===== src/rtl/rv32_pkg.sv =====
// Shared RV32 core types: datapath widths and the writeback request payload.
package rv32_pkg;

  localparam int unsigned XLEN   = 32;
  localparam int unsigned REG_AW = 5;

  typedef struct packed {
    logic [REG_AW-1:0] rd;
    logic [XLEN-1:0]   data;
  } wb_req_t;

endpackage


===== src/rtl/regfile_write_arbiter_if.sv =====
// Bus bundle between the W stage / multi-cycle units / decode and the write arbiter.
interface regfile_write_arbiter_if import rv32_pkg::*; #(
  parameter int unsigned DEPTH = 4
);

  localparam int unsigned CNT_W = $clog2(DEPTH) + 1;

  logic              pipe_we;
  logic [REG_AW-1:0] pipe_rd;
  logic [XLEN-1:0]   pipe_data;
  logic              mc_valid;
  logic              mc_ready;
  logic [REG_AW-1:0] mc_rd;
  logic [XLEN-1:0]   mc_data;
  logic              rf_we;
  logic [REG_AW-1:0] rf_rd;
  logic [XLEN-1:0]   rf_data;
  logic [REG_AW-1:0] q_a1;
  logic [REG_AW-1:0] q_a2;
  logic              busy1;
  logic              busy2;
  logic              stall_req;
  logic [CNT_W-1:0]  fifo_count;

  modport master (
    output pipe_we, pipe_rd, pipe_data, mc_valid, mc_rd, mc_data, q_a1, q_a2,
    input  mc_ready, rf_we, rf_rd, rf_data, busy1, busy2, stall_req, fifo_count
  );

  modport slave (
    input  pipe_we, pipe_rd, pipe_data, mc_valid, mc_rd, mc_data, q_a1, q_a2,
    output mc_ready, rf_we, rf_rd, rf_data, busy1, busy2, stall_req, fifo_count
  );

endinterface


===== src/rtl/wb_fifo.sv =====
// Small synchronous FIFO of writeback requests with per-entry valid bits and
// destination-match vectors used by the decode scoreboard.
module wb_fifo import rv32_pkg::*; #(
  parameter int unsigned DEPTH = 4
) (
  input  logic                   clk,
  input  logic                   rst_n,
  input  logic                   push,
  input  wb_req_t                push_data,
  input  logic                   pop,
  output wb_req_t                head,
  output logic [$clog2(DEPTH):0] count,
  output logic                   empty,
  output logic                   full,
  input  logic [REG_AW-1:0]      q_a1,
  input  logic [REG_AW-1:0]      q_a2,
  output logic [DEPTH-1:0]       match1,
  output logic [DEPTH-1:0]       match2
);

  localparam int unsigned AW    = $clog2(DEPTH);
  localparam int unsigned CNT_W = AW + 1;

  wb_req_t           mem [DEPTH];
  logic [DEPTH-1:0]  valid;
  logic [AW-1:0]     wr_ptr;
  logic [AW-1:0]     rd_ptr;
  logic [CNT_W-1:0]  cnt;
  logic              do_push;
  logic              do_pop;

  assign full    = (cnt == CNT_W'(DEPTH));
  assign empty   = (cnt == '0);
  assign do_push = push && !full;
  assign do_pop  = pop && !empty;
  assign head    = mem[rd_ptr];
  assign count   = cnt;

  // Pointers, occupancy and valid bits; pointers wrap naturally at DEPTH.
  always_ff @(posedge clk) begin
    if (!rst_n) begin
      wr_ptr <= '0;
      rd_ptr <= '0;
      cnt    <= '0;
      valid  <= '0;
    end else begin
      if (do_push) wr_ptr <= wr_ptr + AW'(1);
      if (do_pop)  rd_ptr <= rd_ptr + AW'(1);
      if (do_pop)  valid[rd_ptr] <= 1'b0;
      if (do_push) valid[wr_ptr] <= 1'b1;
      case ({do_push, do_pop})
        2'b10:   cnt <= cnt + CNT_W'(1);
        2'b01:   cnt <= cnt - CNT_W'(1);
        default: cnt <= cnt;
      endcase
    end
  end

  // Payload storage; qualified by the valid bits so it needs no reset.
  always_ff @(posedge clk) begin
    if (do_push) mem[wr_ptr] <= push_data;
  end

  // Per-entry destination compare against both decode source addresses.
  always_comb begin
    match1 = '0;
    match2 = '0;
    for (int i = 0; i < int'(DEPTH); i++) begin
      match1[i] = valid[i] && (mem[i].rd == q_a1);
      match2[i] = valid[i] && (mem[i].rd == q_a2);
    end
  end

endmodule


===== src/rtl/regfile_write_arbiter.sv =====
// Merges pipeline writeback with buffered long-latency results onto the single
// register-file write port, and reports pending destinations to decode.
module regfile_write_arbiter import rv32_pkg::*; #(
  parameter int unsigned DEPTH      = 4,
  parameter int unsigned STARVE_MAX = 8
) (
  input  logic                    clk,
  input  logic                    rst_n,
  regfile_write_arbiter_if.slave  bus
);

  localparam int unsigned CNT_W = $clog2(DEPTH) + 1;
  localparam int unsigned SW    = $clog2(STARVE_MAX + 1);

  wb_req_t           push_data;
  wb_req_t           head;
  logic [CNT_W-1:0]  count;
  logic              empty;
  logic              full;
  logic [DEPTH-1:0]  match1;
  logic [DEPTH-1:0]  match2;
  logic              pipe_valid;
  logic              mc_ready;
  logic              mc_hs;
  logic              push;
  logic              pop;
  logic [SW-1:0]     starve_cnt;
  logic [SW-1:0]     starve_nxt;

  assign pipe_valid = bus.pipe_we && (bus.pipe_rd != '0);
  assign mc_ready   = rst_n && !full;
  assign mc_hs      = bus.mc_valid && mc_ready;
  assign push       = mc_hs && (bus.mc_rd != '0);
  assign pop        = !pipe_valid && !empty;
  assign push_data  = '{rd: bus.mc_rd, data: bus.mc_data};

  assign bus.mc_ready   = mc_ready;
  assign bus.fifo_count = count;

  wb_fifo #(.DEPTH(DEPTH)) u_fifo (
    .clk       (clk),
    .rst_n     (rst_n),
    .push      (push),
    .push_data (push_data),
    .pop       (pop),
    .head      (head),
    .count     (count),
    .empty     (empty),
    .full      (full),
    .q_a1      (bus.q_a1),
    .q_a2      (bus.q_a2),
    .match1    (match1),
    .match2    (match2)
  );

  // Scoreboard lookup: queued entries plus a result being accepted this cycle.
  always_comb begin
    bus.busy1 = rst_n && (bus.q_a1 != '0) &&
                ((|match1) || (mc_hs && (bus.mc_rd == bus.q_a1)));
    bus.busy2 = rst_n && (bus.q_a2 != '0) &&
                ((|match2) || (mc_hs && (bus.mc_rd == bus.q_a2)));
  end

  // Write port register: pipeline first, then FIFO head, else idle with held data.
  always_ff @(posedge clk) begin
    if (!rst_n) begin
      bus.rf_we   <= 1'b0;
      bus.rf_rd   <= '0;
      bus.rf_data <= '0;
    end else if (pipe_valid) begin
      bus.rf_we   <= 1'b1;
      bus.rf_rd   <= bus.pipe_rd;
      bus.rf_data <= bus.pipe_data;
    end else if (!empty) begin
      bus.rf_we   <= 1'b1;
      bus.rf_rd   <= head.rd;
      bus.rf_data <= head.data;
    end else begin
      bus.rf_we   <= 1'b0;
    end
  end

  // Count consecutive pipeline wins over a waiting FIFO head.
  always_comb begin
    starve_nxt = '0;
    if (pipe_valid && !empty) starve_nxt = starve_cnt + SW'(1);
  end

  // Pulse stall_req once the limit is reached, then restart the count.
  always_ff @(posedge clk) begin
    if (!rst_n) begin
      starve_cnt    <= '0;
      bus.stall_req <= 1'b0;
    end else if (starve_nxt == SW'(STARVE_MAX)) begin
      starve_cnt    <= '0;
      bus.stall_req <= 1'b1;
    end else begin
      starve_cnt    <= starve_nxt;
      bus.stall_req <= 1'b0;
    end
  end

endmodule


===== src/flat_wrapper.sv =====
// flat-port wrapper written by rule: the top's interface ports become plain ports
module regfile_write_arbiter_flat import rv32_pkg::*;
#(
  parameter int unsigned DEPTH      = 4,
  parameter int unsigned STARVE_MAX = 8
)
  (clk, rst_n, bus_pipe_we, bus_pipe_rd, bus_pipe_data, bus_mc_valid, bus_mc_rd, bus_mc_data, bus_q_a1, bus_q_a2, bus_mc_ready, bus_rf_we, bus_rf_rd, bus_rf_data, bus_busy1, bus_busy2, bus_stall_req, bus_fifo_count);
  regfile_write_arbiter_if #(.DEPTH(DEPTH)) bus_i ();
  input  logic clk;
  input  logic rst_n;
  input wire logic [$bits(bus_i.pipe_we)-1:0] bus_pipe_we;
  input wire logic [$bits(bus_i.pipe_rd)-1:0] bus_pipe_rd;
  input wire logic [$bits(bus_i.pipe_data)-1:0] bus_pipe_data;
  input wire logic [$bits(bus_i.mc_valid)-1:0] bus_mc_valid;
  input wire logic [$bits(bus_i.mc_rd)-1:0] bus_mc_rd;
  input wire logic [$bits(bus_i.mc_data)-1:0] bus_mc_data;
  input wire logic [$bits(bus_i.q_a1)-1:0] bus_q_a1;
  input wire logic [$bits(bus_i.q_a2)-1:0] bus_q_a2;
  output wire logic [$bits(bus_i.mc_ready)-1:0] bus_mc_ready;
  output wire logic [$bits(bus_i.rf_we)-1:0] bus_rf_we;
  output wire logic [$bits(bus_i.rf_rd)-1:0] bus_rf_rd;
  output wire logic [$bits(bus_i.rf_data)-1:0] bus_rf_data;
  output wire logic [$bits(bus_i.busy1)-1:0] bus_busy1;
  output wire logic [$bits(bus_i.busy2)-1:0] bus_busy2;
  output wire logic [$bits(bus_i.stall_req)-1:0] bus_stall_req;
  output wire logic [$bits(bus_i.fifo_count)-1:0] bus_fifo_count;
  assign bus_i.pipe_we = bus_pipe_we;
  assign bus_i.pipe_rd = bus_pipe_rd;
  assign bus_i.pipe_data = bus_pipe_data;
  assign bus_i.mc_valid = bus_mc_valid;
  assign bus_i.mc_rd = bus_mc_rd;
  assign bus_i.mc_data = bus_mc_data;
  assign bus_i.q_a1 = bus_q_a1;
  assign bus_i.q_a2 = bus_q_a2;
  assign bus_mc_ready = bus_i.mc_ready;
  assign bus_rf_we = bus_i.rf_we;
  assign bus_rf_rd = bus_i.rf_rd;
  assign bus_rf_data = bus_i.rf_data;
  assign bus_busy1 = bus_i.busy1;
  assign bus_busy2 = bus_i.busy2;
  assign bus_stall_req = bus_i.stall_req;
  assign bus_fifo_count = bus_i.fifo_count;
  regfile_write_arbiter #(.DEPTH(DEPTH), .STARVE_MAX(STARVE_MAX)) u_core (.clk(clk), .rst_n(rst_n), .bus(bus_i));
endmodule

===== config.mk =====
export PLATFORM = sky130hd
export DESIGN_NAME = regfile_write_arbiter_flat
export DESIGN_NICKNAME = d
export VERILOG_FILES = /design/src/rtl/rv32_pkg.sv /design/src/rtl/regfile_write_arbiter_if.sv /design/src/rtl/wb_fifo.sv /design/src/rtl/regfile_write_arbiter.sv /design/src/flat_wrapper.sv
export SDC_FILE = /design/constraint.sdc
export NUM_CORES = 1
export LEC_CHECK = 0
export ABC_AREA = 1
export ABC_CLOCK_PERIOD_IN_PS = 4500
export BUFFER_PORTS_ARGS = -buffer_cell sky130_fd_sc_hd__buf_2
export CAP_MARGIN = 20
export CORE_AREA = 5 5 157 159
export CTS_CLUSTER_DIAMETER = 200
export CTS_CLUSTER_SIZE = 28
export DETAILED_ROUTE_END_ITERATION = 6
export DIE_AREA = 0 0 162 164
export GPL_TIMING_DRIVEN = 0
export PLACE_DENSITY = 0.69
export REMOVE_ABC_BUFFERS = 1
export SETUP_SLACK_MARGIN = 0.2
export SYNTH_ARGS = -nofsm -noshare
export SYNTH_HDL_FRONTEND = slang
export SYNTH_SLANG_ARGS = --single-unit

===== constraint.sdc =====
create_clock -name clk -period 4.5 [get_ports clk]
set_input_delay 0.675 -clock clk [delete_from_list [all_inputs] [get_ports clk]]
set_output_delay 0.675 -clock clk [all_outputs]
set_load 0.02 [all_outputs]

### Yosys cells after proc, flatten, opt, wreduce, memory -nomap -nowiden

Memories as Yosys holds them, arrays and structs flattened. A register that Yosys moved wholly into a read port is not among the register bits.
Index checks and enable logic that the tools add are counted.

* memory bits (writable): 148
* register bits after elaboration: 54
* memories kept: 1
* bits of input ports: 88
* word-level logic and storage cells: 96

* equal/unequal tests: 15
* muxes and demuxes: 20
* bitwise operators: 4
* order comparisons: 4
* $add $sub $neg: 5
* reductions and logical operators: 38

Memories
* u_core.u_fifo.mem: words 4, bits a word 37, read ports 5, clocked after Yosys merged registers in 1, write ports 1, RTL line wb_fifo.sv:24 `wb_req_t mem [DEPTH];`

Operators by type and width (count)
* two-way mux 32 bit: 2
* == test 5 bit: 10
* logical AND 1 bit: 24
* nonzero test 5 bit: 4
* two-way mux 4 bit: 4
* two-way mux 5 bit: 2
* OR reduction 4 bit: 2
* two-way mux 1 bit: 7
* < comparator 2 x 3 -> 1 bit, second input constant: 2
* case mux 3 bit (2 select lines): 1
* adder 2 x 1 -> 2 bit, second input constant: 2
* adder 4 x 1 -> 4 bit, second input constant: 1
* bitwise AND 4 bit: 1
* demux 1 bit (select 2 bit): 2
* == test 4 bit, second input constant: 1
* >= comparator 2 x 1 -> 1 bit, second input constant: 2
* two-way mux 2 bit: 2
* NOT 4 bit: 1
* OR 4 bit: 1
* adder 3 x 1 -> 3 bit, second input constant: 1
* == test 3 bit, second input constant: 1
* logical NOT 1 bit: 3
* logical NOT 3 bit: 1
* subtractor 3 x 1 -> 3 bit, second input constant: 1
* 7 further kinds: 8

### Depth between registers and ports, before layout

Gate-level depths: netlist (run 1).

* depth in word-level cells: 10
* mapped depth: 13
* gate-level depth less buffers: 12

### Modules after synthesis

A second synthesis (run 1) with hierarchy kept.

* cells, all modules: 979
* area, all modules: 9296.4 um^2

Modules (own cells, without submodules)
* wb_fifo: area an instance 6712.7 um^2, instances 1, cells each 559
* regfile_write_arbiter: area an instance 2583.7 um^2, instances 1, cells each 420

### Worst setup path before layout (run 1)

Ideal clock, no wire load.

* kind: input port to flip-flop
* start point: input port bus_pipe_rd[2]
* end point: register u_core.u_fifo.cnt[2] (netlist: u_core.u_fifo.count[2])
* arrival: 2.285 ns
* cell stages on the path: 13
* path slack: 2.093 ns
* path through: nor2_1 > nand3b_2 > nand2_4 > nand2_4 > inv_2 > buf_4 > ha_1 > inv_1 > fa_1 > a21oi_1 > o21ai_0 > o21ai_0 > a21oi_1

* cells in the longest elaborated chain, start to end: 7
* elaborated cells on any way between the ends: 9
* classes of those cells: eq/ne: 2; mux: 1; reduce/logical: 6

RTL lines
* start, declared: RTL line flat_wrapper.sv:12 `input wire logic [$bits(bus_i.pipe_rd)-1:0] bus_pipe_rd;`
* nonzero test 5 bit (*): RTL line regfile_write_arbiter.sv:30 `assign pipe_valid = bus.pipe_we && (bus.pipe_rd != '0);`
* logical AND 1 bit (*): RTL line regfile_write_arbiter.sv:30
* logical NOT 1 bit (*): RTL line regfile_write_arbiter.sv:34 `assign pop = !pipe_valid && !empty;`
* logical AND 1 bit (*): RTL line regfile_write_arbiter.sv:34
* logical AND 1 bit (*): RTL line wb_fifo.sv:35 `assign do_pop = pop && !empty;`
* == test 2 x 1 -> 1 bit or == test 2 bit (tied branches): RTL line wb_fifo.sv:51 `case ({do_push, do_pop})`
* case mux 3 bit (2 select lines) or nonzero test 2 bit (tied branches)
* end signal, assigned: RTL line wb_fifo.sv:52 `2'b10: cnt <= cnt + CNT_W'(1);`
* end signal, assigned: RTL line wb_fifo.sv:53 `2'b01: cnt <= cnt - CNT_W'(1);`
* end signal, assigned: RTL line wb_fifo.sv:54 `default: cnt <= cnt;`
* end, declared: RTL line wb_fifo.sv:28 `logic [CNT_W-1:0] cnt;`

Mark *: on every way between the ends. The rest lies on a longest branch, timed or not.
A chain may end at the register's enable or synchronous reset.

### Worst setup path after layout (run 1)

* start point: input port rst_n
* end point: output port bus_busy2

* cells in the longest elaborated chain, start to end: 5
* elaborated cells on any way between the ends: 6
* classes of those cells: reduce/logical: 6

RTL lines
* start, declared: RTL line flat_wrapper.sv:10 `input logic rst_n;`
* logical AND 1 bit: RTL line regfile_write_arbiter.sv:31 `assign mc_ready = rst_n && !full;`
* logical AND 1 bit: RTL line regfile_write_arbiter.sv:32 `assign mc_hs = bus.mc_valid && mc_ready;`
* logical AND 1 bit: RTL line regfile_write_arbiter.sv:61 `((|match2) || (mc_hs && (bus.mc_rd == bus.q_a2)));`
* logical OR 1 bit: RTL line regfile_write_arbiter.sv:61
* logical AND 1 bit (*): RTL line regfile_write_arbiter.sv:60 `bus.busy2 = rst_n && (bus.q_a2 != '0) &&`
* end, declared: RTL line flat_wrapper.sv:24 `output wire logic [$bits(bus_i.busy2)-1:0] bus_busy2;`

Marked as above.

==> impl_metrics.toml, run 1 <==
[placed_design]
place_area_um2 = 9871
gp_congestion = 0.9205
io_buffers = 132
dp_hpwl_mm = 14.34

[cts]
cts_root_buffer = "clkbuf_16"
cts_made_buffers = 11
path_clk_slew_ns = 0.11
post_cts.repair.setup_buffers = 0
cts-htree-levels = 1
cts_tree = "built"
cts_hold_buf = 0
clk_latency_ns = 0.47
cts.sinks = 204
clk_path_buf_depth = 3
post_cts_resized = 0

[final_layout]
area_growth_syn_to_layout_pct = 12.98
num_antenna_cells = 0
layout-drive-gt1-share_pct = 16.25
nNetsFinal = 1141
mostFrequentLayoutCells = "nand2_1, edfxtp_1, buf_2"
mostFrequentLayoutCell = "nand2_1"
final_cell_area_um2 = 10180

[global_route]
antenna_found_initial = 2
grt_pass1_wl_mm = 34.20
grt_usage_pct = 16.17
grt_pass1_vias = 6592
grt_max_degree = 94
globalRouteOverflowTotal = 0

[pwr]
p_clk_share_pct = 21.8
powerDensity_nw_per_um2 = 473.5
total_power_mw = 4.822
seqPwrFrac_pct = 50.0
internal_power_mw = 3.125
sw_frac_of_total_pct = 35.21
switching_power_mw = 1.698
p_leak_nw = 4.322
ir_drop_mv = 0.3292
comb_power_share_pct = 28.2

[sta]
relSlewSlack_pct = 31.71
finalCriticalPeriod_ns = 3.109
hold_viol = 0
fin_worst_skew_ns = 0.03856
finalSetupTns_ns = 0
finalSetupViolations = 0
rsz0062_at_grt = "false"
maxSlewViolCount = 0
worst_pin_slew_ns = 1.024
min_period_over_period_pct = 69.09
timing.fmax_mhz = 321.6

[yosys]
postSynthAreaPerCell_um2 = 9.652
ys_warn_count = 0
synth_cell_types = 32
syn_area_um2 = 9015
yosysSeqAreaShare_pct = 61.73
ys_ff_latch = 204
syn-instance-count = 934

[setup_path]
critPathKind = "input port to output pin"
required_ns = 3.83
crit_fanout = 49
critical_path_arrival_ns = 2.43
crit_path_end_kind = "output pin"
start_kind = "input port"

[floorplanning]
rows = 56
die_h_um = 164
fp.coreArea_um2 = 23120
io_pins = 133
start_util_pct = 38.99
die_w_um = 162
die_area_um2 = 26570

[job]
maxCapViolations = 0

[drt]
num_vias = 6762
drt_pre_antenna_iters = 5
wl_per_cell_um = 16.48
viasPerCell = 5.061
ant_nets = 0
drc_errors = 0
drt_wl_total_mm = 22.02
drt_iter0_drc = 447

[run_status]
outcome = "finished clean"

[worst_hold_path]
min_path_type = "input port to flip-flop"
-- power by group through the flow --
| stage | registers [mW] | clock network (mW) | logic, mW |
|---|---|---|---|
| 6_report | 2.41 | 1.05 | 1.36 |
| 5_1_grt | 2.45 | 1.15 | 1.53 |
| 4_1_cts | 2.41 | 1.09 | 1.38 |
| 3_5_place_dp | 2.45 | 0 | 1.38 |
| 3_3_place_gp | 2.45 | 0 | 1.33 |
| 2_1_floorplan | 2.51 | 0 | 0.769 |
-- sequential cells by signal (all words and copies together), names as in the netlist, named ones only --
signal and cells:
u_core.bus.rf_we 1, u_core.u_fifo.wr_ptr 2, u_core.u_fifo.mem 148, u_core.u_fifo.valid 4, u_core.bus.rf_rd 5, u_core.bus.stall_req 1
u_core.u_fifo.rd_ptr 2, u_core.starve_cnt 4, u_core.bus.rf_data 32, u_core.u_fifo.count 3
-- worst max-delay path, cell delays in order --
cell and delay (ns):
buf_2 0.76, nand2_1 0.16, nor2_1 0.29, nand3_1 0.13
nand3_1 0.09, nor2_1 0.04, nor2_1 0.10, buf_2 0.18
-- synthesized netlist by cell type (all sizes together) --
cell     instances  area share, %
xnor2            1          0.097
xor2             8           0.78
nand4            8           0.56
o211ai          13            1.1
nand3           53            3.0
inv             92            3.9
a31oi            4           0.28
nor3             4           0.22
nor2           104            4.4
o2111ai          1          0.097
o21ai          103            5.7
buf             31            2.7
edfxtp         148             49
dfxtp           56             12
nand3b           1           0.12
ha              10            1.4
a21oi           35            1.9
fa               1           0.22
clkbuf          11           0.49
o22ai           20            1.4
nand2          230            9.9
-- routing by layer --
metal	up-vias	global-route usage [%]	share of wire [%]	routed length, µm
li1	3341	-	-	-
met4	4	3.883	2.0	437
met1	3211	20.87	43	9419
met5	-	0	0.095	21
met2	172	28.31	49	10730
met3	34	3.087	6.4	1409
-- cells by family (layout without fill, tap and decap cells) --
family                   count (synthesis)  after routing  synth area share, %
buffers and inverters                  134            246                7.106
flip-flops                             204            204                61.73
XOR/XNOR                                 9              9               0.8744
AO/OA/AOI/OAI                          176            176                10.51
adder cells (fa/ha/maj)                 11             11                1.610
AND/OR/NAND/NOR                        400            400                18.17
-- per-stage QoR --
step / setup slack (ns) / util (%) / std cells / hold slack (ns)
after floorplan: 1.508 / - / 892 / 0.4485
after global placement: -0.1097 / 42.17 / 1314 / 0.4576
after detailed placement: 1.030 / 42.69 / 1319 / 0.4586
after CTS: 1.323 / 44.05 / 1336 / 0.3977
after global routing: 1.162 / 44.05 / 1336 / 0.4013
final: 1.391 / 44.05 / 1336 / 0.4193
-- area by class of cell --
type	instances	area, µm²
inverters	92	352.8
clock buffers	16	294.0
flip-flops and latches	204	5570
fillers	2212	12940
multi-input cells	596	2809
clock inverters	1	20.02
well taps	290	362.8
repair buffers	137	775.7
-- path summary, 6_finish.rpt --
path / start / to / slack [ns] / depth (start not counted)
hold reg to reg: u_core.bus.rf_data[2] / u_core.bus.rf_data[2] / 0.47 / 2
hold / removal: bus_mc_data[14] / u_core.u_fifo.mem[2][14] / 0.42 / 1
setup / recovery: rst_n / bus_busy2 / 1.39 / 8
setup reg to reg: flip-flop / u_core.bus.rf_rd[2] / 1.85 / 8
(Power assumes the default switching activity.)
==> run 2: changes to the inputs <==
ABC_CLOCK_PERIOD_IN_PS = 2900   (was 4500)
clock period = 2.9 ns   (was 4.5 ns; I/O delays follow)
==> run 2 against run 1 <==
Compared with the run above: largest power group unchanged; register-to-register slack got worse by 1.3 ns; routed wire length increased by 1.6%; flip-flop and latch count unchanged; highest routed layer unchanged; worst setup slack got worse by 0.97 ns; non-clock buffer count increased by 1; sequential share of layout area decreased by 0.17 points.
==> impl_metrics.toml, run 2 (synthesis gave the netlist of run 1 again) <==
[run_status]
outcome = "finished clean"

[drt]
wl_per_cell_um = 16.73
drt_iter0_drc = 460
drc_errors = 0
num_vias = 6787
viasPerCell = 5.076
ant_nets = 0
drt_wl_total_mm = 22.37
drt_pre_antenna_iters = 5

[final_layout]
mostFrequentLayoutCell = "nand2_1"
nNetsFinal = 1142
num_antenna_cells = 0
reg_top3 = "u_core.u_fifo.mem (148), u_core.bus.rf_data (32), u_core.bus.rf_rd (5)"
mostFrequentLayoutCells = "nand2_1, edfxtp_1, buf_2"
area_growth_syn_to_layout_pct = 13.38
largest_reg_flops = 148
top_register = "u_core.u_fifo.mem"
fin_cells = 1337
layout-drive-gt1-share_pct = 16.33

[cts]
cts_made_buffers = 11
cts-htree-levels = 1
clk_path_buf_depth = 3
cts_hold_buf = 0
cts_root_buffer = "clkbuf_16"
path_clk_slew_ns = 0.11
cts.sinks = 204
clk_latency_ns = 0.47
cts_tree = "built"

[global_route]
grt_use_met2_pct = 28.31
globalRouteOverflowTotal = 0
grt_use_met1_pct = 20.87
top_usage_layer = "met2"
grt_usage_pct = 16.17
grt_pass1_wl_mm = 34.20
grt.met3_usage_pct = 3.087
grt_pass1_vias = 6592
grt_max_degree = 94
antenna_found_initial = 2

[sta]
worst_pin_slew_ns = 0.9550
finalSetupTns_ns = 0
timing.fmax_mhz = 404.0
relSlewSlack_pct = 36.33
hold_viol = 0
min_period_over_period_pct = 85.35
maxSlewViolCount = 0
fin_worst_skew_ns = 0.03777
finalSetupViolations = 0
rsz0062_at_grt = "false"
finalCriticalPeriod_ns = 2.475

[worst_hold_path]
min_path_type = "input port to flip-flop"

[setup_path]
r2r_slack_ns = 0.58
required_ns = 3.27
reg2reg_to = "u_core.u_fifo.count[2]"
critical_path_arrival_ns = 2.84
r2r_start = "u_core.u_fifo.count[0]"
critPathKind = "input port to flip-flop"
start_kind = "input port"
cp-endpoint = "u_core.u_fifo.count[2]"
r2r_cells = 11
crit_fanout = 30
crit_path_end_kind = "flip-flop"
crit_start = "bus_pipe_rd[4]"

[floorplanning]
die_h_um = 164
die_area_um2 = 26570
fp.coreArea_um2 = 23120
die_w_um = 162
rows = 56
io_pins = 133
start_util_pct = 38.99

[placed_design]
dp_hpwl_mm = 14.34
io_buffers = 132
gp_congestion = 0.9205
dpl.cell_count = 1319

[job]
maxCapViolations = 0

[pwr]
ir_drop_mv = 0.5118
powerDensity_nw_per_um2 = 737.1
p_leak_nw = 4.333
run 2: cell type report:
class	count	area (µm²)
flip-flops and latches	204	5573
clock inverters	1	20.02
fillers	2210	12900
multi-input cells	596	2818
inverters	92	355.3
repair buffers	138	798.3
clock buffers	16	294.0
well taps	290	362.8
run 2: power breakdown:
part,leakage (nW),internal (mW),switching [mW]
Clock,0.151,0.732,0.899
Sequential,1.81,3.41,0.281
Combinational,2.37,0.725,1.49
run 2: how the worst min path moves through the flow:
stage / startpoint / endpoint / slack [ns] / cells past startpoint
after global routing: bus_mc_data[14] / u_core.u_fifo.mem[2][14] / 0.16 / 1
after CTS: bus_mc_data[14] / u_core.u_fifo.mem[2][14] / 0.16 / 1
after global placement: u_core.bus.rf_data[26] / u_core.bus.rf_data[26] / 0.46 / 2
final: bus_mc_data[14] / u_core.u_fifo.mem[2][14] / 0.18 / 1
after detailed placement: u_core.bus.rf_data[2] / u_core.bus.rf_data[2] / 0.46 / 2
after floorplan: u_core.u_fifo.valid[0] / u_core.u_fifo.valid[0] / 0.45 / 2
run 2: critical path: stages:
cell	delay [ns]
buf_2	0.13
nor2_1	0.22
nand3b_2	0.25
nand2_8	0.28
nand2_4	0.11
inv_4	0.27
ha_1	0.20
inv_1	0.06
fa_1	0.37
a21oi_1	0.14
o21ai_0	0.12
o21ai_0	0.17
a21oi_1	0.05
run 2: per-layer routing:
metal | routed length, µm | share of wire, % | up-vias
met5 | 21 | 0.094 | -
met4 | 422 | 1.9 | 4
met3 | 1636 | 7.3 | 34
met2 | 10850 | 49 | 202
met1 | 9433 | 42 | 3203
li1 | - | - | 3344
run 2: timing repair:
item | 4_1_cts | 5_1_grt
endpoints found under the setup margin | 4 | 11
buffers inserted | 0 | 1
pin swaps | 0 | 0
hold endpoints to repair | 0 | 0
gates resized for setup | 2 | 2
run 2: per-stage QoR:
stage	instance area (µm²)	power, mW	setup slack, ns	util (%)	hold WS (ns)
6_report	10220	7.534	0.4248	44.20	0.1769
5_1_grt	10220	8.006	0.2626	44.20	0.1613
4_1_cts	10190	7.581	0.2085	44.07	0.1577
3_5_place_dp	9871	5.943	-0.3304	42.69	0.4586
3_3_place_gp	9751	5.862	-1.710	42.17	0.4576
2_1_floorplan	8727	5.086	-0.09247	-	0.4485
==> run 3: changes to the inputs <==
ABC_CLOCK_PERIOD_IN_PS = 2600   (was 2900)
clock period = 2.6 ns   (was 2.9 ns; I/O delays follow)
==> run 3 against run 2 <==
Compared with the run above: global-route usage rose by 0.33 points; final area grew 0.28%; highest routed layer unchanged; critical endpoint unchanged; die area is the same; final cell count about the same; largest cell class unchanged.
==> impl_metrics.toml, run 3 (synthesis gave the netlist of run 1 again) <==
[placed_design]
place_ws_ns = -0.5854
gp_congestion = 0.9205
dp_hpwl_mm = 14.34
place_area_um2 = 9871
io_buffers = 132
dpl.cell_count = 1319

[pwr]
ir_drop_mv = 0.5680
powerDensity_nw_per_um2 = 820.3
p_leak_nw = 4.352

[floorplanning]
die_h_um = 164
start_util_pct = 38.99
die_area_um2 = 26570
die_w_um = 162
fp.coreArea_um2 = 23120
io_pins = 133
rows = 56

[cts]
path_clk_slew_ns = 0.11
cts_made_buffers = 11
cts-htree-levels = 1
cts.sinks = 204
clk_latency_ns = 0.47
cts_root_buffer = "clkbuf_16"
clk_path_buf_depth = 3
cts_tree = "built"

[sta]
timing.fmax_mhz = 442.8
hold_viol = 0
maxSlewViolCount = 0
rsz0062_at_grt = "true"
finalCriticalPeriod_ns = 2.258
relSlewSlack_pct = 35.07
min_period_over_period_pct = 86.86
worst_pin_slew_ns = 0.9740
fin_worst_skew_ns = 0.03701
finalSetupViolations = 0
fin_ws_ns = 0.3416
finalSetupTns_ns = 0

[final_layout]
nNetsFinal = 1143
num_antenna_cells = 0
top_register = "u_core.u_fifo.mem"
area_growth_syn_to_layout_pct = 13.70
mostFrequentLayoutCell = "nand2_1"
mostFrequentLayoutCells = "nand2_1, edfxtp_1, buf_2"
final_cell_area_um2 = 10250
reg_top3 = "u_core.u_fifo.mem (148), u_core.bus.rf_data (32), u_core.bus.rf_rd (5)"
layout-drive-gt1-share_pct = 16.51
fin_cells = 1338
fillers = 2207
largest_reg_flops = 148

[setup_path]
crit_path_end_kind = "flip-flop"
start_kind = "input port"
critical_path_arrival_ns = 2.62
required_ns = 2.97
crit_fanout = 24
critPathKind = "input port to flip-flop"

[drt]
drt_pre_antenna_iters = 5
wl_per_cell_um = 16.95
drt_iter0_drc = 501
num_vias = 6790
viasPerCell = 5.075
ant_nets = 0
drt_wl_total_mm = 22.68
drc_errors = 0

[run_status]
outcome = "finished clean"

[global_route]
grt_max_degree = 57
antenna_found_initial = 2
grt_usage_pct = 16.51
grt_pass1_wl_mm = 34.77
grt_pass1_vias = 6660
globalRouteOverflowTotal = 0

[worst_hold_path]
min_path_type = "input port to flip-flop"

[job]
maxCapViolations = 0
[run 3: cell count changes in the layout (fill, tap and decap cells not counted), sizes merged]
cell,change
nand2,+1
inv,-3
clkinv,+3
[run 3: critical path, cell delays in order]
cell and delay (ns):
buf_2 0.12, nor2_1 0.23, nand3b_4 0.22, nand2_8 0.23, nand2_4 0.11, inv_6 0.21, ha_1 0.18, inv_1 0.06
fa_1 0.37, a21oi_1 0.14, o21ai_0 0.12, o21ai_0 0.17, a21oi_1 0.05
[run 3: cell type report]
cell class	count	area, µm²	share of cell area, %
Clock inverter	1	20.02	0.1953
Timing Repair Buffer	138	798.3	7.788
Sequential cell	204	5573	54.37
Multi-Input combinational cell	597	2840	27.71
Tap cell	290	362.8	3.540
Inverter	92	361.6	3.528
Clock buffer	16	294.0	2.869
[run 3: per-stage QoR]
step / power (mW) / utilization [%] / hold slack [ns]
floorplan: 5.672 / - / 0.4485
global placement: 6.538 / 42.17 / 0.4576
detailed placement: 6.629 / 42.69 / 0.4586
CTS: 8.512 / 44.20 / 0.1127
global route: 8.942 / 44.33 / 0.1160
finish: 8.408 / 44.33 / 0.1322
[run 3: power breakdown]
| group | switching, mW | internal [mW] |
|---|---|---|
| registers | 0.313 | 3.81 |
| logic | 1.67 | 0.812 |
| clock network | 0.994 | 0.816 |
| total | 2.97 | 5.43 |
[run 3: worst paths after layout]
check	to	slack [ns]	depth (start not counted)	startpoint
worst max register to register	u_core.u_fifo.count[2]	0.35	11	u_core.u_fifo.count[0]
worst max-delay path	u_core.u_fifo.count[2]	0.34	13	bus_pipe_rd[4]
worst min-delay path	u_core.u_fifo.mem[2][14]	0.13	1	bus_mc_data[14]
worst min register to register	u_core.bus.rf_data[2]	0.47	2	u_core.bus.rf_data[2]
[run 3: layer usage]
metal	global-route usage (%)	vias to the layer above	part of all wire, %
met3	3.087	35	6.5
met1	21.25	3212	42
li1	-	3349	-
met2	28.94	190	49
met4	4.075	4	1.7
met5	0	-	0.093
[run 3: timing repair]
action / in CTS / in global routing
pin swaps: 0 / 1
hold buffers: 0 / 0
gates cloned: 0 / 1
resized for setup: 4 / 6
endpoints found under the setup margin: 146 / 83
buffers inserted: 1 / 0
